$ cat src/rtl/hazard_ctrl.sv
// Hazard/freeze controller: resolves taken-branch flush, load-use stall and
// multi-cycle NACC freeze, and keeps saturating stall/flush event counters.
module hazard_ctrl #(
  parameter int CNT_W = 32
) (
  input  logic             clk,
  input  logic             reset,
  input  logic [4:0]       id_rs1,
  input  logic [4:0]       id_rs2,
  input  logic             id_use_rs1,
  input  logic             id_use_rs2,
  input  logic [4:0]       ex_rd,
  input  logic             ex_memtoreg,
  input  logic             ex_regwrite,
  input  logic             ex_branch_taken,
  input  logic             ex_nacc_start,
  input  logic [1:0]       ex_vl,
  output logic             pc_write,
  output logic             ifid_write,
  output logic             ifid_flush,
  output logic             idex_flush,
  output logic             nacc_busy,
  output logic [CNT_W-1:0] stall_count,
  output logic [CNT_W-1:0] flush_count
);

  typedef enum logic {RUN = 1'b0, BUSY = 1'b1} state_t;

  state_t           state_q, state_d;
  logic [1:0]       cnt_q, cnt_d;
  logic [CNT_W-1:0] stall_q, stall_d;
  logic [CNT_W-1:0] flush_q, flush_d;
  logic             br, ns, lu;

  function automatic logic [CNT_W-1:0] sat_inc(input logic [CNT_W-1:0] v, input logic en);
    if (en && (v != {CNT_W{1'b1}})) return v + CNT_W'(1);
    return v;
  endfunction

  assign br = ex_branch_taken;
  assign ns = (state_q == RUN) & ex_nacc_start & (ex_vl != 2'd0);
  assign lu = ex_memtoreg & ex_regwrite & (ex_rd != 5'd0) &
              ((id_use_rs1 & (ex_rd == id_rs1)) | (id_use_rs2 & (ex_rd == id_rs2)));

  always_comb begin
    pc_write   = 1'b1;
    ifid_write = 1'b1;
    ifid_flush = 1'b0;
    idex_flush = 1'b0;
    nacc_busy  = 1'b0;
    state_d    = state_q;
    cnt_d      = cnt_q;
    if (!reset) begin
      if (state_q == BUSY) begin
        // Freeze already committed: every hazard input is ignored here.
        pc_write   = 1'b0;
        ifid_write = 1'b0;
        idex_flush = 1'b1;
        nacc_busy  = 1'b1;
        if (cnt_q <= 2'd1) begin
          state_d = RUN;
          cnt_d   = 2'd0;
        end else begin
          cnt_d = cnt_q - 2'd1;
        end
      end else if (br) begin
        ifid_flush = 1'b1;
        idex_flush = 1'b1;
      end else if (ns) begin
        pc_write   = 1'b0;
        ifid_write = 1'b0;
        idex_flush = 1'b1;
        nacc_busy  = 1'b1;
        // The start cycle is the first frozen cycle; BUSY covers the rest.
        if (ex_vl != 2'd1) begin
          state_d = BUSY;
          cnt_d   = ex_vl - 2'd1;
        end
      end else if (lu) begin
        pc_write   = 1'b0;
        ifid_write = 1'b0;
        idex_flush = 1'b1;
      end
    end
  end

  assign stall_d = sat_inc(stall_q, ~pc_write);
  assign flush_d = sat_inc(flush_q, ifid_flush);

  always_ff @(posedge clk or posedge reset) begin
    if (reset) begin
      state_q <= RUN;
      cnt_q   <= 2'd0;
      stall_q <= '0;
      flush_q <= '0;
    end else begin
      state_q <= state_d;
      cnt_q   <= cnt_d;
      stall_q <= stall_d;
      flush_q <= flush_d;
    end
  end

  assign stall_count = stall_q;
  assign flush_count = flush_q;

endmodule

$ cat config.mk
export PLATFORM = sky130hd
export DESIGN_NAME = hazard_ctrl
export DESIGN_NICKNAME = d
export VERILOG_FILES = /design/src/rtl/hazard_ctrl.sv
export SDC_FILE = /design/constraint.sdc
export NUM_CORES = 1
export LEC_CHECK = 0
export ABC_AREA = 1
export BUFFER_PORTS_ARGS = -buffer_cell sky130_fd_sc_hd__clkbuf_2
export CELL_PAD_IN_SITES_DETAIL_PLACEMENT = 1
export CELL_PAD_IN_SITES_GLOBAL_PLACEMENT = 2
export CORE_UTILIZATION = 27
export CTS_BUF_LIST = sky130_fd_sc_hd__clkbuf_16
export DETAILED_ROUTE_END_ITERATION = 7
export PLACE_DENSITY = 0.81
export SYNTH_ARGS = -nofsm -noshare
export SYNTH_HDL_FRONTEND = slang
export SYNTH_SLANG_ARGS = --single-unit
$ cat constraint.sdc
create_clock -name clk -period 3.04 [get_ports clk]
set_clock_uncertainty 0.1 [all_clocks]
set_input_delay 0.304 -clock clk [delete_from_list [all_inputs] [get_ports clk]]
set_output_delay 0.304 -clock clk [all_outputs]
set_load 0.1 [all_outputs]
==> results of run 1 <==
worst max-delay path by stage:
stage / endpoint / slack [ns]
finish: pc_write / 0.62
detailed placement: stall_count[11] / 0.65
floorplan: cnt_q[1] / 0.29
CTS: pc_write / 0.59
global placement: stall_count[0] / 0.79
global route: stall_count[8] / 0.42
state kept, by name, summed over array words and instances (netlist names):
register	count
cnt_q	2
stall_count	32
flush_count	32
state_q	1
critical path: cells and delay by family, from the launching register on:
kind | cells | cell delay [ns]
flops | 1 | 0.46
buf+inv | 2 | 0.61
simple gates | 5 | 0.59
Yosys cell counts:
cell	instances	area share, %
nor3_2	5	1.1
nor2_1	75	6.4
nand3_2	2	0.45
a21oi_1	3	0.34
nand3b_1	2	0.34
inv_2	10	0.85
nor4_1	1	0.14
buf_1	3	0.26
nor3_1	21	2.4
nand4_2	1	0.28
buf_6	3	0.77
o22ai_1	1	0.14
nand3_1	38	4.3
xnor2_1	13	2.6
ha_1	4	1.1
o211ai_1	1	0.17
o21ai_0	3	0.34
nand2_2	8	1.1
clkinv_1	1	0.085
nand2_1	193	16
a31oi_1	1	0.14
nand4_1	48	6.8
nor2_2	6	0.85
dfrtp_1	67	38
buf_4	2	0.34
xor2_1	31	6.2
buf_2	6	0.68
nor2_4	2	0.51
o31ai_1	1	0.17
o21ai_1	4	0.45
clkbuf_1	2	0.17
inv_1	72	6.1
cells in the final DEF (no fill, tap or decap), types with 3 or more instances in the layout:
master,n
nand2_1,193
clkbuf_2,93
nor2_1,75
inv_1,71
dfrtp_1,67
nand4_1,48
nand3_1,38
xor2_1,31
nor3_1,21
xnor2_1,13
inv_2,10
clkbuf_16,9
nand2_2,8
nor2_2,6
nor3_2,5
buf_4,5
o21ai_1,4
ha_1,4
o21ai_0,3
a21oi_1,3
layer usage:
layer	up-vias	share of wire [%]
met2	60	49
met1	2135	47
li1	2187	-
met3	11	2.9
met4	0	1.1
met5	-	0
area by class of cell:
cell class                      instances  area (sq um)  share of cell area (%)
Multi-Input combinational cell        464          2330                    43.1
Sequential cell                        67          1680                    31.1
Timing Repair Buffer                   99           513                    9.51
Inverter                               83           314                    5.82
Tap cell                              216           270                    5.01
Clock buffer                            9           225                    4.17
Clock inverter                          7          68.8                    1.28
power by group through the flow:
stage	combinational, mW	sequential (mW)	clock [mW]
after global routing	1.31	1.12	1.11
final	1.23	1.10	1.05
after CTS	1.24	1.10	1.09
after global placement	1.22	1.11	0
after floorplan	0.494	1.63	0
after detailed placement	1.24	1.12	0
logic make-up after synthesis:
group           synth area share [%]
compound gates                  1.76
xor+xnor                        8.73
fa+ha+maj                       1.13
buf+inv                         9.27
flops                           38.0
simple gates                    41.1
repair_timing:
action	4_1_cts	5_1_grt
hold buffers	1	0
hold endpoints to repair	11	0
buffers inserted	0	0
resized for setup	0	0
setup endpoints to repair	0	0
stage by stage:
| step | util [%] | hold WS (ns) |
|---|---|---|
| after global placement | 31.9 | 0.241 |
| final | 33.8 | 0.0988 |
| after CTS | 33.8 | 0.0929 |
| after detailed placement | 31.9 | 0.245 |
| after floorplan | - | 0.313 |
| after global routing | 33.8 | 0.109 |
==> metrics, run 1 <==
# clock sinks=between 60 and 70; total chip power=3.37 mW; worst reg2reg path depth=11; Hold Path End=cnt_q[0]; unrepaired setup endpoints after global routing=no; number of slew-limit violations in the final report=0; sw frac=around 46%; GR Overflow Total=0; share of cells above drive strength 1=between 20 and 25%; Setup TNS=0 ns; slowest stage cell on the critical path=dfrtp_1; Global Route met3 Usage=~3.6%; clk slew on worst S/H paths=around 0.060 ns; number of top-level pins=94; routed len/inst=approximately 14 microns; largest fanout on the critical path=15; terminus of the critical flop-to-flop path=stall_count[11]; routed wire length=roughly 13000 microns; internal portion of total power=~1.8 mW; GRT Resource Usage Total=between 10% and 20%; min Tclk post-route=~2.4 ns; kind of capture point of the worst setup path=output port; Finished Layout Cells=~950; number of global-route vias before repair=about 4.5k; most used cell along the critical path=nand2_1; fraction of the yosys area taken by sequential cells=between 30% and 40%; distinct cell type count of the synthesized netlist=32; number of clock buffers inserted by TritonCTS=9; DRC errors left=0; Longest Clk Path Bufs=2; routability cong.=slightly above 0.8; register bit count reported by yosys=67; Core Footprint=between 15000 and 20000 sq um; busiest layer in global routing=met2; beginning of the worst register-to-register path=stall_count[0]; clock network power share=31.0%; part of the total power dissipated in combinational logic=between 30% and 40%; peak per-stage delay on the critical path=between 0.4 and 0.5 ns; Startpoint Class=flip-flop; status=finished clean; antenna diode count=0; flop2flop setup slack=between 0.6 and 0.7 ns; post-route cell area=~5400 sq um; worst hold path class=in2reg; DR pass1 iterations=4; Port Buf Inserts=just over 90; depth of the worst hold-timing path=2; count of yosys warnings during synthesis=0; setup ws final=just over 0.6 ns; filler cell count=between 2k and 2.5k; DR vias=approximately 4.4k; maximum number of pins on one net before global-route repair=36; area added between synthesis and finish=22.3%; CTS tree=done; mean cell area of the mapped netlist=around 7 sq um; number of H-tree branching levels=3; Die Outline Area=16900 sq um; met1 GRT Util=21.4%; post-synthesis instance total=630; sum of net half-perimeters after detailed placement=just over 10000 microns; WS Path Type=reg2out; clock insertion delay at the later pin of the skew report=between 0.3 and 0.4 ns; total net switching power=approximately 1.6 mW; GRT met2 Usage=29.3%; origin of the worst min-delay path=ex_vl[0]; Critical Path, Cell by Cell=inv_1 -> nand3_1 -> nand2_1 -> nand2_1 -> nand2_2 -> nand2_1 -> clkbuf_2; data arrival time at the worst-slack endpoint=just over 2 ns; global-route wire length before repair=~23000 microns; final net count=753; initial antenna violation count=0; placement-stage worst setup slack=0.652 ns; leakage component of the power=approximately 2.7 nW; tightest slew margin relative to the limit=approximately 62%; Max Freq=about 410 MHz; netlist area before placement=between 4000 and 5000 sq um; Placement Cell Area=between 5000 and 6000 sq um; worst ir drop on vdd=0.492 mV; worst slew pin tran=0.575 ns; Flop pwr share=around a third; syn_nets=about 660; Pwr per Cell Area=625 nW/um^2; launching element of the worst setup path=state_q; horizontal extent of the die=~130 microns; initial core utilization=27.7%; root buf cell=clkbuf_16; antenna violation net count after detailed routing=0; Worst Path Required=2.64 ns; Final Hold Vio Count=0; count of routing violations after the opening detailed-route iteration=133; number of maximum-capacitance violations=0; placed cell count=928; via density per instance=roughly 4.6; ratio of final minimum period to clock period=between 70% and 80%; Core Rows=46; DIE HEIGHT=130 microns; final number of setup-violating endpoints=0
Power figures use the tool's default switching activity.
==> inputs of run 2 (changes only) <==
--- a/config.mk
+++ b/config.mk
@@ -9,10 +9,10 @@
 export BUFFER_PORTS_ARGS = -buffer_cell sky130_fd_sc_hd__clkbuf_2
 export CELL_PAD_IN_SITES_DETAIL_PLACEMENT = 1
 export CELL_PAD_IN_SITES_GLOBAL_PLACEMENT = 2
-export CORE_UTILIZATION = 27
+export CORE_UTILIZATION = 30
 export CTS_BUF_LIST = sky130_fd_sc_hd__clkbuf_16
 export DETAILED_ROUTE_END_ITERATION = 7
-export PLACE_DENSITY = 0.81
+export PLACE_DENSITY = 0.85
 export SYNTH_ARGS = -nofsm -noshare
 export SYNTH_HDL_FRONTEND = slang
 export SYNTH_SLANG_ARGS = --single-unit
==> constraint.sdc (replaced) <==
create_clock -name clk -period 2.3 [get_ports clk]
set_clock_uncertainty 0.1 [all_clocks]
set_input_delay 0.23 -clock clk [delete_from_list [all_inputs] [get_ports clk]]
set_output_delay 0.23 -clock clk [all_outputs]
set_load 0.1 [all_outputs]
==> metrics, run 2 (synthesis results as in run 1) <==
clock insertion delay at the later pin of the skew report=0.34 ns (about the same); DR vias=4411 (+0.41%); ratio of final minimum period to clock period=93.3%; number of slew-limit violations in the final report=0 (unchanged); clk slew on worst S/H paths=0.06 ns (about the same); share of cells above drive strength 1=24.4% (+4.1 points); number of top-level pins=94 (unchanged); worst ir drop on vdd=0.985 mV (+100%); Port Buf Inserts=93 (unchanged); Final Hold Vio Count=0 (unchanged); Finished Layout Cells=921 (-2.5%); sum of net half-perimeters after detailed placement=10500 microns (+1.7%); routed wire length=13400 microns (-0.68%); Hold WS=0.0246 ns (-0.0742 ns); initial antenna violation count=0 (unchanged); worst slew pin tran=0.576 ns (+0.00160 ns); origin of the worst min-delay path=ex_vl[0]; Flop pwr share=31.7% (-0.9 points); count of routing violations after the opening detailed-route iteration=146 (+9.8%); largest fanout on the critical path=13 (-2); beginning of the worst register-to-register path=stall_count[0]; DRC errors left=0 (unchanged); global-route wire length before repair=22000 microns (-2.3%); Longest Clk Path Bufs=2 (unchanged); most common cell after layout, fill and taps aside=nand2_1; depth of the worst hold-timing path=2 (unchanged); GRT Resource Usage Total=18.7% (+1.7 points); internal portion of total power=2.60 mW (+43%); flop2flop setup slack=0.18 ns (-0.50 ns); kind of capture point of the worst setup path=output port; status=finished clean; placed cell count=904 (-2.6%); clock network power share=31.7% (+0.7 points); Core Footprint=14100 sq um (-12%); worst hold path class=in2reg; routability cong.=0.843 (+2.7%); leakage component of the power=2.73 nW (+2.3%); post-route cell area=5560 sq um (+3.0%); Hold Path End=cnt_q[0]; antenna violation net count after detailed routing=0 (unchanged); Worst Path Required=1.97 ns (-0.67 ns); Die Outline Area=15200 sq um (-9.9%); GR Overflow Total=0 (unchanged); part of the total power dissipated in combinational logic=36.7% (+0.3 points); final number of setup-violating endpoints=0 (unchanged); min Tclk post-route=~2.1 ns; Core Rows=43 (-6.5%); CTS tree=done; Pwr per Cell Area=841 nW/um^2 (+35%); tightest slew margin relative to the limit=61.7% (-0.11 points); via density per instance=4.79 (+3.0%); total net switching power=2.07 mW (+34%); WS Path Type=reg2out; horizontal extent of the die=123 microns (-5.1%); number of H-tree branching levels=3 (unchanged); data arrival time at the worst-slack endpoint=1.82 ns (-0.20 ns); Max Freq=around 470 MHz; Placement Cell Area=5230 sq um (+2.7%); terminus of the critical flop-to-flop path=stall_count[26]; root buf cell=clkbuf_16; initial core utilization=31.3% (+3.6 points); routed len/inst=14.5 microns (+1.9%); worst reg2reg path depth=13 (+2); maximum number of pins on one net before global-route repair=49 (+36%); sw frac=44.4% (-1.7 points); # clock sinks=67 (unchanged); area added between synthesis and finish=25.9%; final net count=765 (+1.6%); unrepaired setup endpoints after global routing=no; number of maximum-capacitance violations=0 (unchanged); DR pass1 iterations=4 (unchanged); number of clock buffers inserted by TritonCTS=9 (unchanged); Startpoint Class=flip-flop; number of global-route vias before repair=4584 (+1.6%); DIE HEIGHT=123 microns (-5.1%); Setup TNS=0 ns (unchanged); most frequent cells in the layout=nand2_1 (193), clkbuf_2 (90), nor2_1 (74); antenna diode count=0 (unchanged)
## run 2: cell types whose count changed in the layout (fill, tap and decap cells not counted), sizes merged
cell      before  now
buf            5   20
bufinv         1    2
clkbuf       102   99
clkinv         6    2
clkinvlp       1    2
inv           82   84
## run 2: per-layer routing
layer  vias to the layer above  wire length, microns  share of wire (%)  global-route usage [%]
met5                         -                     0                  0                       0
met3                        10                   461                3.4                    4.80
met4                         0                   116               0.87                    4.07
met2                        62                  6540                 49                    32.5
met1                      2119                  6250                 47                    23.2
li1                       2220                     -                  -                       -
## run 2: stage by stage
stage	power, mW	setup WS (ns)	util, %
2_1_floorplan	2.83	-0.284	-
3_3_place_gp	3.17	0.250	37.1
3_5_place_dp	3.22	0.182	37.1
4_1_cts	4.73	0.0614	39.4
5_1_grt	4.88	0.00900	39.4
6_report	4.67	0.153	39.4
## run 2: worst max path at each step
stage / endpoint / startpoint
after floorplan: pc_write / reset
after global placement: stall_count[9] / stall_count[0]
after detailed placement: stall_count[26] / stall_count[0]
after CTS: ifid_write / state_q
after global routing: flush_count[13] / flush_count[26]
final: ifid_write / state_q
## run 2: worst max-delay path, cell delays in order (launching register included)
cell and delay, ns:
dfrtp_1 0.48, inv_2 0.15, nand3_1 0.08, nand2_1 0.09
nand2_1 0.09, nand2_4 0.18, nand2_1 0.18, buf_12 0.22
## run 2: timing repair
item / CTS / global route
pin swaps: 0 / 0
hold buffers: 1 / 0
resized for setup: 1 / 1
buffers inserted: 0 / 0
endpoints found under the setup margin: 2 / 2
endpoints found under the hold margin: 17 / 0
## run 2: final cells by class
class / count / area (sq um)
well taps: 180 / 225
fillers: 1849 / 8540
multi-input cells: 464 / 2340
clock buffers: 9 / 225
clock inverters: 7 / 86.3
inverters: 83 / 314
repair buffers: 111 / 661
flip-flops and latches: 67 / 1700
## run 2: power by group through the flow
stage	clock network (mW)	logic (mW)	registers [mW]
final	1.48	1.71	1.48
after global routing	1.57	1.82	1.50
after CTS	1.52	1.73	1.48
after detailed placement	0	1.72	1.50
after global placement	0	1.69	1.49
after floorplan	0	0.655	2.18
